[src/rtl/pwm_deadtime.sv]
// Complementary high/low gate driver fed by a single-ended PWM, with programmable dead time,
// enable-driven safe state and abort of pulses shorter than the dead time.
module pwm_deadtime #(
    parameter int unsigned N = 8
) (
    input  logic         clk,
    input  logic         clr,
    input  logic         en,
    input  logic         pwm_in,
    input  logic [N-1:0] dead,
    output logic         out_h,
    output logic         out_l,
    output logic         in_dead
);

    typedef enum logic [2:0] {
        StOff,
        StHOn,
        StLOn,
        StDtH,
        StDtL
    } state_e;

    state_e       state_q, state_d;
    logic [N-1:0] cnt_q, cnt_d;
    logic         pwm_q;
    logic         dead_zero;
    logic [N-1:0] dead_m1;

    assign dead_zero = (dead == '0);
    assign dead_m1   = dead - N'(1);

    always_comb begin
        state_d = state_q;
        cnt_d   = cnt_q;
        if (!en) begin
            state_d = StOff;
        end else begin
            unique case (state_q)
                StOff: begin
                    if (pwm_q) begin
                        state_d = dead_zero ? StHOn : StDtH;
                    end else begin
                        state_d = dead_zero ? StLOn : StDtL;
                    end
                    cnt_d = dead_zero ? '0 : dead_m1;
                end
                StLOn: begin
                    if (pwm_q) begin
                        state_d = dead_zero ? StHOn : StDtH;
                        cnt_d   = dead_zero ? '0 : dead_m1;
                    end
                end
                StHOn: begin
                    if (!pwm_q) begin
                        state_d = dead_zero ? StLOn : StDtL;
                        cnt_d   = dead_zero ? '0 : dead_m1;
                    end
                end
                // Input reverting before the count expires restores the previous side.
                StDtH: begin
                    if (!pwm_q) begin
                        state_d = StLOn;
                    end else if (cnt_q == '0) begin
                        state_d = StHOn;
                    end else begin
                        cnt_d = cnt_q - N'(1);
                    end
                end
                StDtL: begin
                    if (pwm_q) begin
                        state_d = StHOn;
                    end else if (cnt_q == '0) begin
                        state_d = StLOn;
                    end else begin
                        cnt_d = cnt_q - N'(1);
                    end
                end
                default: state_d = StOff;
            endcase
        end
    end

    // Outputs are flops decoded from the next state so they change on the same edge as state.
    always_ff @(posedge clk) begin
        if (clr) begin
            state_q <= StOff;
            cnt_q   <= '0;
            pwm_q   <= 1'b0;
            out_h   <= 1'b0;
            out_l   <= 1'b0;
            in_dead <= 1'b0;
        end else begin
            state_q <= state_d;
            cnt_q   <= cnt_d;
            pwm_q   <= pwm_in;
            out_h   <= (state_d == StHOn);
            out_l   <= (state_d == StLOn);
            in_dead <= (state_d == StDtH) || (state_d == StDtL);
        end
    end

endmodule

[config.mk]
export PLATFORM = sky130hd
export DESIGN_NAME = pwm_deadtime
export DESIGN_NICKNAME = d
export VERILOG_FILES = /design/src/rtl/pwm_deadtime.sv
export SDC_FILE = /design/constraint.sdc
export NUM_CORES = 1
export LEC_CHECK = 0
export CELL_PAD_IN_SITES_DETAIL_PLACEMENT = 1
export CELL_PAD_IN_SITES_GLOBAL_PLACEMENT = 1
export CORE_MARGIN = 2
export CORE_UTILIZATION = 45
export CTS_BUF_LIST = sky130_fd_sc_hd__clkbuf_4
export CTS_CLUSTER_DIAMETER = 80
export DETAILED_ROUTE_END_ITERATION = 7
export GPL_ROUTABILITY_DRIVEN = 0
export PLACE_DENSITY_LB_ADDON = 0.1
export SLEW_MARGIN = 20
export SYNTH_ARGS = -nofsm -noshare
export SYNTH_HDL_FRONTEND = slang
export SYNTH_SLANG_ARGS = --single-unit
[constraint.sdc]
create_clock -name clk -period 4.6 [get_ports clk]
set_input_delay 0.46 -clock clk [delete_from_list [all_inputs] [get_ports clk]]
set_output_delay 0.46 -clock clk [all_outputs]
set_load 0.005 [all_outputs]
==> flow_metrics.env, run 1 <==
export IMPL_grtUsageTotal_pct=23.8
export IMPL_cp_startpoint="dead[0]"
export IMPL_path_clk_slew_ps=100
export IMPL_crit_slowest_cell="clkdlybuf4s50_1"
export IMPL_htree_levels=1
export IMPL_crit_top_cell="ha_1"
export IMPL_yosysWarnings=0
export IMPL_cts_tree="yes"
export IMPL_worst_pin_slew_ps=622
export IMPL_crit_arrival_ps=3120
export IMPL_worstSkewPairLatency_ps=290
export IMPL_synth_top_cell_by_area="dfxtp_1"
export IMPL_worstPathRequired_ps=4830
export IMPL_drive_above_1_share_pct=13.9
export IMPL_synth_compound_area_share_pct=28.0
export IMPL_cp_slowest_stage_delay_ps=510
export IMPL_clock_sinks=15
export IMPL_syn_num_nets=145
export IMPL_layout_setup_ws_ps=1710
export IMPL_hold_violations=0
export IMPL_syn_avg_cell_area_sq_um=8.60
export IMPL_fillers=294
export IMPL_placement_io_buffers=14
export IMPL_core_sq_um=2250
export IMPL_crit_type="in2reg"
export IMPL_synth_seq_cells=15
export IMPL_cts_resized=0
export IMPL_synthSimpleGateAreaFrac_pct=30.5
export IMPL_avgRoutedWirePerCell_um=17.4
export IMPL_fin_util_pct=57.3
export IMPL_grt_max_degree=15
export IMPL_seq_area_sq_um=300
export IMPL_reg2reg_slack_ps=2600
export IMPL_clock_path_buffers=2
export IMPL_start_kind="input port"
export IMPL_total_power_uw=344
export IMPL_die_w_um=53.5
export IMPL_antennaDiodeCount=0
export IMPL_fin_nets=162
export IMPL_fin_crit_ps=2890
export IMPL_cts_root_buf="clkbuf_4"
export IMPL_die_h_um=53.5
export IMPL_synth_most_common_cell="dfxtp_1"
export IMPL_grt_pass1_wl_mm=4.89
export IMPL_min_to="cnt_q[6]"
export IMPL_drt_initial_drc_count=11
export IMPL_synth_edf_count=0
export IMPL_num_rows=17
export IMPL_stdcell_count=172
export IMPL_cp_max_fo=5
export IMPL_synthTopCellsByCount="15 x dfxtp_1, 13 x nor2_1, 11 x a21oi_1"
export IMPL_fmax_mhz=346
export IMPL_numCtsBuffers=3
export IMPL_powerDensity_nw_per_um2=267
export IMPL_synthFlopType="dfxtp_1"
export IMPL_leakagePower_uw=0.000469
export IMPL_ant_nets=0
export IMPL_ys_async_sr_fraction_pct=0
export IMPL_grt_pass1_vias=1049
export IMPL_syn_inst=128
export IMPL_reg2regPathDepth=5
export IMPL_overflow=0
export IMPL_irDropWorstVdd_mv=0.196
export IMPL_min_from="cnt_q[6]"
export IMPL_cap_violations=0
export IMPL_crit_chain="clkdlybuf4s50_1, inv_1, ha_1, nor3b_1, and2_2, inv_2, ha_1, a21oi_1, o21ai_0, a221oi_2, mux2i_1"
export IMPL_maxSlewViolCount=0
export IMPL_drc=0
export IMPL_status="completed"
export IMPL_synthXorXnorAreaFrac_pct=1.59
export IMPL_multi_input_area_sq_um=758
export IMPL_cp_end_kind="flop"
export IMPL_finalSetupViolCount=0
export IMPL_area_growth_syn_to_layout_pct=17.3
export IMPL_die_area_sq_um=2860
export IMPL_finClkSkew_ps=3.01
export IMPL_ys_seq_area_share_pct=27.3
export IMPL_initial_utilization_pct=48.8
export IMPL_r2r_end="cnt_q[1]"
export IMPL_synthAdderAreaFrac_pct=5.68
export IMPL_drtPass1Iterations=4
export IMPL_holdPathStages=2
export IMPL_yosysUniqueCellTypes=47
export IMPL_pre_cts_ws_ps=1430
export IMPL_dp_hpwl_mm=2.34
export IMPL_synth_area_sq_um=1100
export IMPL_num_vias=1036
export IMPL_synth_top_family_by_area="simple AND/OR/NAND/NOR gates"
export IMPL_cts_setup_buffers=0
export IMPL_wl_mm=2.99
export IMPL_dp_cells=168
export IMPL_muxShareOfSynthArea_pct=2.84
export IMPL_max_slew_margin_rel_pct=58.5
export IMPL_hold_buffers=0
export IMPL_rsz0062_at_grt="no"
export IMPL_holdCritPathClass="reg2reg"
export IMPL_rr_startpoint="state_q[2]"
export IMPL_synth_top_cell_area_share_pct=27.3
export IMPL_io_pins=15
export IMPL_synth_area_leaders="dfxtp_1 27%, ha_1 5.7%, a21oi_1 5.0%"
export IMPL_via_per_inst=6.02
export IMPL_setup_tns_ps=0
export IMPL_finalCritPeriodShare_pct=62.8
export IMPL_antenna_found_initial=0
## state kept, by name (all words and copies together) (netlist names)
signal	count
out_h	1
cnt_q	8
in_dead	1
out_l	1
pwm_q	1
state_q	3
## routing by layer
metal	wire length, um	part of all wire (%)	up-vias	track usage [%]
met4	30	1.0	0	7.26
met1	1430	48	504	31.6
met2	1490	50	7	39.1
met3	37	1.2	4	3.39
li1	-	-	521	-
met5	0	0	-	0
## critical path, delay by kind of cell
| kind | cells | cell delay [ps] |
|---|---|---|
| AO/OA/AOI/OAI | 3 | 540 |
| adder cells (fa/ha/maj) | 2 | 450 |
| buffers and inverters | 3 | 760 |
| multiplexers | 1 | 220 |
| AND/OR/NAND/NOR | 2 | 680 |
## cell usage in the layout, fill, tap and decap left out, types with 2 or more instances in the layout
cell             instances
nand2_1                  5
a21oi_1                 10
nand3_1                  2
and3_1                   2
mux2i_1                  2
clkdlybuf4s50_1         14
nor2b_1                  2
o21a_1                   2
dfxtp_1                 15
nor3_1                   6
nor3b_1                  5
inv_1                    7
o21ai_2                  2
xnor2_1                  2
ha_1                     5
clkbuf_4                 3
nor4b_2                  2
a211oi_1                 3
or4_1                    2
nor4_1                   2
o21ai_0                 10
or3_1                    2
nor2_1                  13
## per-stage QoR
step           area, sq um  hold WS, ps
2_1_floorplan         1100          456
3_3_place_gp          1260          489
6_report              1290          519
3_5_place_dp          1260          502
4_1_cts               1290          516
5_1_grt               1290          576
## logic make-up after synthesis
| group | count (synthesis) |
|---|---|
| AO/OA/AOI/OAI | 42 |
| XOR/XNOR | 2 |
| adder cells (fa/ha/maj) | 5 |
| buffers and inverters | 10 |
| flip-flops | 15 |
| multiplexers | 3 |
| AND/OR/NAND/NOR | 51 |
## where the power goes
group / switching (uW) / total (uW) / internal [uW]
logic: 61.4 / 111 / 49.5
registers: 12.6 / 152 / 140
clock network: 48.8 / 81.1 / 32.3
## cell type report
class                           count  share of cell area (%)
Clock buffer                        3                    1.74
Inverter                            8                    2.33
Sequential cell                    15                    23.3
Multi-Input combinational cell    103                    58.7
Timing Repair Buffer               14                    10.9
Tap cell                           28                    2.71
Clock inverter                      1                   0.388
## worst max-delay path by stage
| stage | endpoint | slack, ps |
|---|---|---|
| 2_1_floorplan | in_dead | 2300 |
| 3_3_place_gp | in_dead | 1560 |
| 3_5_place_dp | in_dead | 1430 |
| 4_1_cts | in_dead | 1730 |
| 5_1_grt | in_dead | 1540 |
| 6_report | in_dead | 1710 |
Power figures use the tool's default switching activity.
==> inputs of run 2 (changes only) <==
CORE_ASPECT_RATIO = 2   (was default)
CORE_UTILIZATION = 38   (was 45)
clock period = 2.6 ns   (was 4.6 ns; I/O delays follow)
==> flow_metrics.env, run 2 (synthesized netlist as in run 1, its figures left out) <==
export IMPL_cts_resized=0
export IMPL_largest_register_ffs=8
export IMPL_met3WireLength_um=22
export IMPL_worst_pin_slew_ps=579
export IMPL_status="completed"
export IMPL_finalSetupViolCount=0
export IMPL_htree_levels=1
export IMPL_via_per_inst=6.01
export IMPL_rsz0062_at_grt="no"
export IMPL_wl_mm=3.14
export IMPL_layout_common_cells="15 x dfxtp_1, 14 x clkdlybuf4s50_1, 13 x nor2_1"
export IMPL_overflow=0
export IMPL_area_growth_syn_to_layout_pct=22.7
export IMPL_crit_top_cell="ha_1"
export IMPL_grt_pass1_vias=1115
export IMPL_die_h_um=80.1
export IMPL_cts_root_buf="clkbuf_4"
export IMPL_drc=0
export IMPL_crit_chain="clkdlybuf4s50_1, inv_1, ha_1, nor3b_1, and2_2, inv_2, ha_1, a21oi_1, o21ai_0, a221oi_2, mux2i_1"
export IMPL_crit_type="in2reg"
export IMPL_setup_tns_ps=0
export IMPL_fmax_mhz=432
export IMPL_wl_met1_mm=1.15
export IMPL_stdcell_count=181
export IMPL_dp_cells=177
export IMPL_start_kind="input port"
export IMPL_fin_nets=170
export IMPL_numCtsBuffers=3
export IMPL_finalCritPeriodShare_pct=88.9
export IMPL_holdCritPathClass="reg2reg"
export IMPL_crit_arrival_ps=2520
export IMPL_fillers=359
export IMPL_cp_end_kind="flop"
export IMPL_clock_path_buffers=2
export IMPL_largest_register="cnt_q"
export IMPL_max_slew_margin_rel_pct=61.1
export IMPL_dp_hpwl_mm=2.64
export IMPL_num_rows=27
export IMPL_powerDensity_nw_per_um2=451
export IMPL_maxSlewViolCount=0
export IMPL_worstSkewPairLatency_ps=270
export IMPL_crit_slowest_cell="clkdlybuf4s50_1"
export IMPL_initial_utilization_pct=39.7
export IMPL_num_vias=1088
export IMPL_grt_pass1_wl_mm=5.32
export IMPL_cap_violations=0
export IMPL_drive_above_1_share_pct=17.8
export IMPL_drt_initial_drc_count=20
export IMPL_grtUsageTotal_pct=20.2
export IMPL_drtPass1Iterations=4
export IMPL_irDropWorstVdd_mv=0.324
export IMPL_finClkSkew_ps=1.18
export IMPL_path_clk_slew_ps=80
export IMPL_clock_sinks=15
export IMPL_avgRoutedWirePerCell_um=17.3
export IMPL_placement_io_buffers=14
export IMPL_worstPathRequired_ps=2810
export IMPL_wl_met2_mm=1.95
export IMPL_io_pins=15
export IMPL_cts_tree="yes"
export IMPL_grt_max_degree=14
export IMPL_fin_crit_ps=2310
export IMPL_hold_buffers=0
export IMPL_worstPathBufferInverterCount=3
export IMPL_antennaDiodeCount=0
export IMPL_cp_max_fo=4
export IMPL_hold_violations=0
export IMPL_top_regs="cnt_q x8, state_q x3"
export IMPL_cts_setup_buffers=0
export IMPL_leakagePower_uw=0.000507
export IMPL_critical_path_top_delay_family="buffers and inverters"
export IMPL_cp_slowest_stage_delay_ps=420
export IMPL_ant_nets=0
export IMPL_die_area_sq_um=3370
export IMPL_final_common_cell="dfxtp_1"
export IMPL_die_w_um=42.1
export IMPL_core_sq_um=2770
export IMPL_antenna_found_initial=0
export IMPL_topRoutingLayerUsed="met4"
-- run 2: cell types whose count changed in the layout (fill, tap and decap cells not counted), sizes merged --
cell    before  now
buf          0    8
clkbuf       3    4
clkinv       1    0
-- run 2: layout make-up --
class / instances / area (sq um) / area share, %
multi-input combinational: 103 / 754 / 55.8
sequential: 15 / 300 / 22.2
timing repair buffer: 22 / 200 / 14.8
tap: 29 / 36.3 / 2.69
clock buffer: 4 / 30.0 / 2.22
inverter: 8 / 30.0 / 2.22
-- run 2: worst paths after layout --
path / startpoint / endpoint / slack [ps] / cells after the start
setup / recovery: dead[0] / in_dead / 290 / 11
hold / removal: cnt_q[6] / cnt_q[6] / 520 / 2
setup reg to reg: cnt_q[0] / cnt_q[0] / 660 / 7
hold reg to reg: cnt_q[6] / cnt_q[6] / 520 / 2
-- run 2: tightest hold or removal path, cell delays in order, from the launching register on --
cell and delay, ps:
dfxtp_1 340, o21ai_0 80, a21oi_1 60
-- run 2: metal layers --
layer	vias to the layer above	global-route usage, %
li1	533	-
met1	550	21.1
met2	3	42.3
met3	2	1.35
met4	0	3.75
met5	-	0
-- run 2: power breakdown --
group,switching [uW],internal [uW]
logic,110,93.2
clock network,67.6,69.8
registers,21.9,247
total,199,410
-- run 2: stage by stage --
stage / hold slack (ps) / utilization (%) / instance area [sq um] / setup WS (ps) / power (uW)
6_report: 521 / 48.8 / 1350 / 287 / 610
5_1_grt: 552 / 48.8 / 1350 / 25.3 / 651
4_1_cts: 524 / 48.8 / 1350 / 273 / 618
3_5_place_dp: 511 / 47.7 / 1320 / -24.2 / 479
3_3_place_gp: 487 / 47.7 / 1320 / 116 / 473
2_1_floorplan: 329 / - / 1100 / 501 / 402
==> inputs of run 3 (changes only) <==
CORE_UTILIZATION = 28   (was 38)
==> flow_metrics.env, run 3 (synthesized netlist as in run 1, its figures left out) <==
export IMPL_status="completed"
export IMPL_multi_input_area_sq_um=754
export IMPL_path_clk_slew_ps=90
export IMPL_fin_crit_ps=2230
export IMPL_avgRoutedWirePerCell_um=17.3
export IMPL_hold_violations=0
export IMPL_drt_initial_drc_count=11
export IMPL_leakagePower_uw=0.000507
export IMPL_grt_max_degree=15
export IMPL_worst_pin_slew_ps=701
export IMPL_crit_arrival_ps=2460
export IMPL_antennaDiodeCount=0
export IMPL_drive_above_1_share_pct=17.8
export IMPL_area_growth_syn_to_layout_pct=25.2
export IMPL_layout_common_cells="15 x dfxtp_1, 14 x clkdlybuf4s50_1, 13 x nor2_1"
export IMPL_reg2reg_slack_ps=570
export IMPL_met1_usage_pct=16.1
export IMPL_drtPass1Iterations=4
export IMPL_max_slew_margin_rel_pct=53.1
export IMPL_cp_max_fo=4
export IMPL_io_pins=15
export IMPL_layout_setup_ws_ps=371
export IMPL_clock_path_buffers=2
export IMPL_die_h_um=92.7
export IMPL_crit_type="in2reg"
export IMPL_finClkSkew_ps=6.04
export IMPL_rsz0062_at_grt="no"
export IMPL_dp_hpwl_mm=2.96
export IMPL_fin_nets=170
export IMPL_hold_buffers=0
export IMPL_holdCritPathClass="reg2reg"
export IMPL_worstPathBufferInverterCount=3
export IMPL_num_rows=32
export IMPL_critical_path_top_delay_family="buffers and inverters"
export IMPL_cap_violations=0
export IMPL_met2_usage_pct=37.7
export IMPL_via_per_inst=5.25
export IMPL_antenna_found_initial=0
export IMPL_fillers=475
export IMPL_cts_tree="yes"
export IMPL_final_common_cell="dfxtp_1"
export IMPL_cts_resized=0
export IMPL_maxSlewViolCount=0
export IMPL_grt_busiest_layer="met2"
export IMPL_irDropWorstVdd_mv=0.239
export IMPL_ant_nets=0
export IMPL_num_vias=1065
export IMPL_worstPathRequired_ps=2830
export IMPL_overflow=0
export IMPL_worstSkewPairLatency_ps=300
export IMPL_pre_cts_ws_ps=45.8
export IMPL_core_sq_um=3800
export IMPL_drc=0
export IMPL_start_kind="input port"
export IMPL_wl_mm=3.52
export IMPL_crit_top_cell="ha_1"
export IMPL_htree_levels=1
export IMPL_cp_slowest_stage_delay_ps=420
export IMPL_cp_end_kind="flop"
export IMPL_finalCritPeriodShare_pct=85.7
export IMPL_crit_slowest_cell="clkdlybuf4s50_1"
export IMPL_grtUsageMet3_pct=2.74
export IMPL_fmax_mhz=449
export IMPL_placement_io_buffers=14
export IMPL_seq_area_sq_um=300
export IMPL_die_area_sq_um=4480
export IMPL_largest_register="cnt_q"
export IMPL_die_w_um=48.3
export IMPL_cts_root_buf="clkbuf_4"
export IMPL_grtUsageTotal_pct=17.8
export IMPL_grt_pass1_wl_mm=6.00
export IMPL_grt_pass1_vias=1156
export IMPL_top_regs="cnt_q x8, state_q x3"
export IMPL_finalSetupViolCount=0
export IMPL_clock_sinks=15
export IMPL_cts_setup_buffers=0
export IMPL_largest_register_ffs=8
export IMPL_setup_tns_ps=0
export IMPL_initial_utilization_pct=28.9
export IMPL_numCtsBuffers=3
export IMPL_powerDensity_nw_per_um2=458
export IMPL_crit_chain="clkdlybuf4s50_1, inv_1, ha_1, nor3b_1, and2_2, inv_2, ha_1, a21oi_1, o21ai_0, a221oi_2, mux2i_1"
## run 3: cell counts in the layout (fill, tap and decap cells not counted)
Identical to the previous run, type by type.
## run 3: layout make-up
type,instances,area share (%)
Inverter,8,2.18
Clock buffer,4,2.18
Tap cell,51,4.63
Sequential cell,15,21.8
Multi-Input combinational cell,103,54.7
Timing Repair Buffer,22,14.5
## run 3: path summary, 6_finish.rpt
check / start / to / depth (start not counted)
hold / removal: cnt_q[6] / cnt_q[6] / 2
hold reg to reg: cnt_q[6] / cnt_q[6] / 2
setup reg to reg: cnt_q[0] / cnt_q[3] / 7
setup / recovery: dead[0] / in_dead / 11
## run 3: per-layer routing
layer  up-vias  wire length, um  share of wire [%]
met2        14             2160                 61
met4         0               63                1.8
li1        529                -                  -
met3         5               80                2.3
met1       517             1220                 35
met5         -                0                  0
## run 3: report_power, final
group / internal (uW) / total [uW] / switching, uW
registers: 247 / 270 / 22.9
clock network: 70.4 / 152 / 81.9
logic: 93.3 / 209 / 116
total: 411 / 632 / 221
## run 3: tightest hold or removal path, stage by stage (launching register included)
cell and delay, ps:
dfxtp_1 330, o21ai_0 70, a21oi_1 60
## run 3: stage by stage
step,power [uW],cell area (sq um),utilization (%),hold WS [ps],std cells
5_1_grt,681,1380,36.3,510,203
2_1_floorplan,402,1100,-,329,128
3_5_place_dp,486,1350,35.5,491,199
3_3_place_gp,482,1350,35.5,483,199
6_report,632,1380,36.3,499,203
4_1_cts,644,1380,36.3,504,203
